File: src/rtl/decoder_pkg.sv
// Shared widths, FSM state type and decode helper for the 2-to-4 hold decoder.
package decoder_pkg;

    localparam int CODE_W   = 2;
    localparam int ONEHOT_W = 4;

    typedef enum logic {
        IDLE = 1'b0,
        HOLD = 1'b1
    } state_t;

    function automatic logic [ONEHOT_W-1:0] decode(input logic [CODE_W-1:0] code);
        return ONEHOT_W'(1) << code;
    endfunction

endpackage

File: src/rtl/decoder_2to4_hold_hold_counter.sv
// Load/decrement down-counter that saturates at zero; used to time the hold window.
module hold_counter #(
    parameter int CNT_W = 3
) (
    input  logic             clk,
    input  logic             rst_n,
    input  logic             load,
    input  logic [CNT_W-1:0] load_val,
    input  logic             dec,
    output logic [CNT_W-1:0] cnt,
    output logic             zero
);

    always_ff @(posedge clk) begin
        if (!rst_n) begin
            cnt <= '0;
        end else if (load) begin
            cnt <= load_val;
        end else if (dec && (cnt != '0)) begin
            cnt <= cnt - 1'b1;
        end
    end

    assign zero = (cnt == '0);

endmodule

File: src/rtl/decoder_2to4_hold.sv
// Registered 2-to-4 one-hot decoder: each accepted code is held on out_onehot
// for HOLD_CYCLES clocks, with a new code accepted in the final hold cycle.
module decoder_2to4_hold
    import decoder_pkg::*;
#(
    parameter int HOLD_CYCLES = 4,
    parameter int CNT_W       = 3
) (
    input  logic                clk,
    input  logic                rst_n,
    input  logic [CODE_W-1:0]   in_code,
    input  logic                in_valid,
    output logic                in_ready,
    output logic [ONEHOT_W-1:0] out_onehot,
    output logic                out_valid,
    output logic                busy
);

    state_t              state;
    state_t              state_next;
    logic [ONEHOT_W-1:0] onehot_next;
    logic                accept;
    logic                cnt_load;
    logic                cnt_dec;
    logic [CNT_W-1:0]    cnt;
    logic                cnt_zero;

    hold_counter #(
        .CNT_W (CNT_W)
    ) u_hold_counter (
        .clk      (clk),
        .rst_n    (rst_n),
        .load     (cnt_load),
        .load_val (CNT_W'(HOLD_CYCLES - 1)),
        .dec      (cnt_dec),
        .cnt      (cnt),
        .zero     (cnt_zero)
    );

    // Ready depends only on state and counter so the sender never sees a loop.
    assign in_ready  = (state == IDLE) || cnt_zero;
    assign accept    = in_valid && in_ready;
    assign out_valid = (state == HOLD);
    assign busy      = (state == HOLD) && (cnt != '0);

    always_ff @(posedge clk) begin
        if (!rst_n) begin
            state      <= IDLE;
            out_onehot <= '0;
        end else begin
            state      <= state_next;
            out_onehot <= onehot_next;
        end
    end

    // The final hold cycle either reloads with a new code or drops back to idle.
    always_comb begin
        state_next  = state;
        onehot_next = out_onehot;
        cnt_load    = 1'b0;
        cnt_dec     = 1'b0;
        unique case (state)
            IDLE: begin
                if (accept) begin
                    state_next  = HOLD;
                    onehot_next = decode(in_code);
                    cnt_load    = 1'b1;
                end
            end
            HOLD: begin
                if (!cnt_zero) begin
                    cnt_dec = 1'b1;
                end else if (accept) begin
                    onehot_next = decode(in_code);
                    cnt_load    = 1'b1;
                end else begin
                    state_next  = IDLE;
                    onehot_next = '0;
                end
            end
            default: begin
                state_next  = IDLE;
                onehot_next = '0;
            end
        endcase
    end

endmodule

File: config.mk
export PLATFORM = sky130hd
export DESIGN_NAME = decoder_2to4_hold
export DESIGN_NICKNAME = d
export VERILOG_FILES = /design/src/rtl/decoder_pkg.sv /design/src/rtl/decoder_2to4_hold_hold_counter.sv /design/src/rtl/decoder_2to4_hold.sv
export SDC_FILE = /design/constraint.sdc
export NUM_CORES = 1
export LEC_CHECK = 0
export CAP_MARGIN = 20
export CORE_AREA = 2 2 39 41
export CTS_BUF_LIST = sky130_fd_sc_hd__clkbuf_16
export CTS_CLUSTER_SIZE = 12
export DETAILED_ROUTE_END_ITERATION = 7
export DIE_AREA = 0 0 41 43
export GPL_TIMING_DRIVEN = 0
export HOLD_SLACK_MARGIN = 0.06
export PLACE_DENSITY = 0.61
export SETUP_SLACK_MARGIN = 0.02
export SLEW_MARGIN = 10
export SYNTH_ARGS = -nofsm -noshare
export SYNTH_HDL_FRONTEND = slang
export SYNTH_SLANG_ARGS = --single-unit
File: constraint.sdc
create_clock -name clk -period 1.8 [get_ports clk]
set_input_delay 0.27 -clock clk [delete_from_list [all_inputs] [get_ports clk]]
set_output_delay 0.27 -clock clk [all_outputs]
set_load 0.01 [all_outputs]
==> out/metrics.yaml, run 1 <==
status: "completed"
syn2layout_area_growth_pct: 53.9
cap_violations: 0
track_usage_pct: 9.87
h-tree-depth: 1
vias: 298
skew_ps: 2.48
final_cell_mix: "clkdlybuf4s50_1 (8), dfxtp_1 (8), inv_1 (4)"
path_clk_slew_ps: 40
place_ws_ps: -6.62
drv_slew: 0
drive_above_1_share_pct: 16.3
crit_arrival_ps: 1400
cts_root_buf: "clkbuf_16"
fin_nets: 58
die_h_um: 43
clk_latency_ps: 230
diodes: 0
setup-violations-final: 0
critPathLaunchType: "flip-flop"
grt_pass1_vias: 233
grt_max_degree: 10
antenna_found_initial: 0
critical_path.max_fanout: 6
fin_crit_sh_pct: 93.0
die_area_sq_um: 1760
initialDrtViolationCount: 4
wl_met2_um: 317
std_cell_rows: 14
wl_per_cell_um: 10.3
io_pins: 12
ys_seq_area_share_pct: 45.7
drc_errors: 0
die_w_um: 41
cp_data_required_time_ps: 1530
ys_seq_elements: 8
total_leakage_power_nw: 0.224
synth_cells: 36
power.density_nw_per_um2: 1190
total_power_uw: 643
hpwl_um: 488
syn_nets: 43
hold_class: "in -> reg"
ir_drop_uv: 771
met1_length_um: 284
numClockSinks: 8
first_pass_iters: 3
yosysUniqueCellTypes: 19
routed_wirelength_um: 672
drtAntennaViolNets: 0
cts_tree: "yes"
fmax_mhz: 598
synth_area_sq_um: 350
port_buffers: 10
top_layer_used: "met4"
worstMarginPinSlew_ps: 368
gp_congestion: 0.714
setup_ws_ps: 127
numCtsBuffers: 3
met3_length_um: 47
rsz0062_at_grt: "false"
fin_crit_ps: 1670
grt_pass1_wl_um: 1000
syn_area_per_cell_sq_um: 9.73
fp.coreArea_sq_um: 1380
cp-end-kind: "output port"
hold_viol: 0
clockBufferDepth: 2
initial_core_util_pct: 25.3
slew_headroom_pct: 75.5
yosys_warnings: 0
overflow: 0
crit_type: "reg -> out"
via_per_inst: 4.58
-- registers in the layout, summed over array words and instances (netlist names) --
signal,cells
out_onehot,4
out_valid,1
u_hold_counter.cnt,3
-- synth_stat cells --
library cell | number | area share (%)
dfxtp_1 | 8 | 46
inv_1 | 4 | 4.3
nand2_1 | 3 | 3.2
nor2_1 | 3 | 3.2
a32o_1 | 2 | 5.7
ha_1 | 2 | 7.1
o2bb2ai_1 | 2 | 5.0
a21oi_1 | 1 | 1.4
and3_1 | 1 | 1.8
clkbuf_1 | 1 | 1.1
inv_2 | 1 | 1.1
nand2b_4 | 1 | 3.9
nand3b_1 | 1 | 2.1
nor2b_1 | 1 | 1.8
nor3_1 | 1 | 1.4
o21a_1 | 1 | 2.1
o21a_4 | 1 | 4.3
o21ai_0 | 1 | 1.4
o311a_2 | 1 | 3.2
-- routing by layer --
layer / track usage, % / vias to the layer above
li1: - / 151
met1: 11.0 / 137
met2: 9.69 / 8
met3: 6.28 / 2
met4: 14.0 / 0
met5: 0 / -
-- cell type report --
class,count,area (sq um)
fill,147,845
multi-input combinational,22,168
sequential,8,160
timing repair buffer,10,93.8
clock buffer,3,75.1
tap,16,20.0
inverter,5,18.8
buffer,1,3.75
-- metrics by stage --
step	TNS (ps)	hold WS (ps)	cell area [sq um]	util (%)	std cells
2_1_floorplan	0	404	350	-	36
3_3_place_gp	0	457	470	34.0	62
3_5_place_dp	-6.62	456	470	34.0	62
4_1_cts	0	427	543	39.2	65
5_1_grt	0	437	539	39.0	65
6_report	0	425	539	39.0	65
-- critical path, stage by stage (launching register included) --
cell and delay, ps:
dfxtp_1 300, inv_1 60, ha_1 190, ha_1 170, nand2b_4 160, dlygate4sd2_1 290
-- logic make-up after synthesis --
| group | count (synthesis) | synth area share [%] |
|---|---|---|
| simple gates | 11 | 17.5 |
| compound gates | 9 | 23.2 |
| flops | 8 | 45.7 |
| buf+inv | 6 | 6.43 |
| fa+ha+maj | 2 | 7.14 |
-- what timing repair did --
item	4_1_cts	5_1_grt
cloned	0	0
endpoints found under the hold margin	0	0
setup buffers	0	0
setup endpoints to repair	2	1
resized for setup	2	2
hold buffers	0	0
-- power by group --
group | leakage, nW | switching, mW | total [mW] | internal [mW]
sequential | 0.0658 | 0.00589 | 0.196 | 0.190
combinational | 0.121 | 0.0359 | 0.0765 | 0.0407
clock | 0.0370 | 0.0850 | 0.371 | 0.286
-- path summary, 6_finish.rpt --
path / cells past startpoint / end / start / slack [ps]
min reg2reg: 1 / out_onehot[2]$_SDFFE_PN0P_ / out_onehot[2]$_SDFFE_PN0P_ / 460
max: 5 / in_ready / u_hold_counter.cnt[0]$_SDFFE_PN0P_ / 130
max reg2reg: 6 / out_onehot[3]$_SDFFE_PN0P_ / u_hold_counter.cnt[0]$_SDFFE_PN0P_ / 360
min: 2 / u_hold_counter.cnt[2]$_SDFFE_PP0P_ / rst_n / 420
(Power assumes the default switching activity.)
==> run 2, diff against run 1 <==
PLACE_DENSITY = 0.66   (was 0.61)
SYNTH_HIERARCHICAL = 1   (was unset)
==> run 2 against run 1 <==
Core utilization grew 6.1 points; synthesized area grew 17%; routed wire length grew 15%; worst hold slack gained 39 ps; via count grew 14%; die area is the same; critical path type unchanged; largest cell class unchanged; power grew 4.3%; critical path depth is the same; count of clock-buffer cells in the layout is the same.
==> out/metrics.yaml, run 2 <==
ys_seq_elements: 8
io_pins: 12
routed_wirelength_um: 776
first_pass_iters: 3
path_clk_slew_ps: 40
critical_path.top_delay_family: "adder cells"
port_buffers: 11
synthTopCellsByCount: "dfxtp_1 (8), inv_1 (6), a32o_2 (4)"
ff2ff_path_depth: 8
via_per_inst: 4.67
synthMuxAreaShare_pct: 0
largest_register: "out_onehot"
synth_compound_area_share_pct: 26.8
ir_drop_uv: 600
syn_area_per_cell_sq_um: 9.77
track_usage_pct: 10.9
final_common_cell: "clkdlybuf4s50_1"
synth_flop_cell: "dfxtp_1"
yosysUniqueCellTypes: 20
grt_pass1_vias: 294
std_cell_rows: 14
numPlacedInstances: 70
initial_core_util_pct: 29.7
reg2reg_to: "u_hold_counter/cnt[1]$_SDFFE_PN0P_"
critical_path.max_fanout: 4
synth_fa_ha_area_share_pct: 6.10
synth_area_sq_um: 410
cts_tree: "yes"
synth_cells: 42
fillers: 142
h-tree-depth: 1
critPathLaunchType: "flip-flop"
diodes: 0
fin_crit_sh_pct: 92.7
grt_max_degree: 7
drv_slew: 0
slowest_stage: "dfxtp_2"
cp-end-kind: "output port"
overflow: 0
reg2reg_slack_ps: 210
final_cells: 73
wl_per_cell_um: 10.6
rsz0062_at_grt: "false"
die_area_sq_um: 1760
ys_seq_area_share_pct: 39.0
crit_arrival_ps: 1400
grt_pass1_wl_um: 1200
synth_top_family_by_area: "compound AO/OA/AOI/OAI gates"
hpwl_um: 566
cap_violations: 0
hold_viol: 0
fp.coreArea_sq_um: 1380
yosys.area_share.xor_xnor_pct: 2.13
power.density_nw_per_um2: 1080
synth_edf_count: 0
yosys.area_share.simple_pct: 17.7
yosysTopAreaCell: "dfxtp_1"
drc_errors: 0
total_power_uw: 671
die_w_um: 41
clockBufferDepth: 2
die_h_um: 43
cp_data_required_time_ps: 1530
async_flop_share_pct: 0
ys_top_cells_by_area: "dfxtp_1 (39%), a32o_2 (11%), ha_1 (6.1%)"
initialDrtViolationCount: 2
largest_reg_flops: 4
crit_buf_inv: 2
vias: 341
syn2layout_area_growth_pct: 51.8
clk_latency_ps: 230
fmax_mhz: 600
drive_above_1_share_pct: 26.3
crit_path_cell_trace: "inv_1 -> ha_1 -> ha_2 -> nand2b_4 -> clkdlybuf4s15_1"
antenna_found_initial: 0
cts_root_buf: "clkbuf_16"
hold_end: "out_onehot[1]$_SDFFE_PN0P_"
skew_ps: 0.237
postLayoutCellArea_sq_um: 623
synth.most_common_cell: "dfxtp_1"
crit_type: "reg -> out"
numClockSinks: 8
numCtsBuffers: 3
fin_nets: 66
gp_congestion: 0.693
post_dp_cell_area_sq_um: 544
cp_slowest_stage_delay_ps: 330
yosys_warnings: 6
tns_ps: 0
cts_setup_buffers: 0
min_path_cells: 1
r2r_start: "u_hold_counter/cnt[0]$_SDFFE_PN0P_"
fin_crit_ps: 1670
final_cell_mix: "clkdlybuf4s50_1 (10), dfxtp_1 (7), inv_1 (6)"
drtAntennaViolNets: 0
total_leakage_power_nw: 0.269
setup-violations-final: 0
yosys.area.top_type_share_pct: 39.0
hold_start: "out_onehot[1]$_SDFFE_PN0P_"
hold_class: "reg -> reg"
status: "completed"
run 2: worst max-delay path by stage:
stage / startpoint / endpoint / slack, ps / cells after the start
5_1_grt: u_hold_counter/cnt[0]$_SDFFE_PN0P_ / in_ready / 70 / 5
3_5_place_dp: u_hold_counter/cnt[0]$_SDFFE_PN0P_ / in_ready / 40 / 5
4_1_cts: u_hold_counter/cnt[0]$_SDFFE_PN0P_ / in_ready / 30 / 5
2_1_floorplan: u_hold_counter/cnt[0]$_SDFFE_PN0P_ / u_hold_counter/cnt[1]$_SDFFE_PN0P_ / 250 / 8
3_3_place_gp: u_hold_counter/cnt[0]$_SDFFE_PN0P_ / in_ready / 50 / 5
6_report: u_hold_counter/cnt[0]$_SDFFE_PN0P_ / in_ready / 130 / 5
run 2: layout make-up:
class / count / area [sq um] / area share, %
multi-input cells: 28 / 230 / 36.9
flip-flops and latches: 8 / 161 / 25.9
repair buffers: 11 / 110 / 17.7
clock buffers: 3 / 75.1 / 12.0
inverters: 7 / 26.3 / 4.22
well taps: 16 / 20.0 / 3.21
run 2: timing repair:
action                     in CTS  in global routing
setup endpoints to repair       1                  1
cloned                          0                  0
hold buffers                    0                  0
resized for setup               2                  2
run 2: stage by stage:
stage / hold slack (ps) / setup WS [ps] / utilization, %
floorplan: 387 / 245 / -
global placement: 457 / 46.3 / 39.3
detailed placement: 459 / 37.4 / 39.3
CTS: 472 / 30.1 / 44.8
global route: 483 / 68.8 / 45.0
finish: 464 / 132 / 45.0
run 2: power by group:
part	switching, mW	total (mW)	internal, mW
sequential	0.00934	0.200	0.190
clock	0.0846	0.371	0.286
combinational	0.0429	0.101	0.0577
run 2: cells by family (layout without fill, tap and decap cells):
group | after synthesis | count (layout)
AND/OR/NAND/NOR | 9 | 9
AO/OA/AOI/OAI | 13 | 13
XOR/XNOR | 1 | 1
flip-flops | 8 | 8
adder cells (fa/ha/maj) | 2 | 2
other | 2 | 3
buffers and inverters | 7 | 21
run 2: routing by layer:
metal / vias to the layer above / track usage (%) / routed length (um)
li1: 177 / - / -
met1: 152 / 12.7 / 368
met2: 10 / 13.1 / 342
met3: 2 / 6.28 / 55
met4: 0 / 10.0 / 9
met5: - / 0 / 0
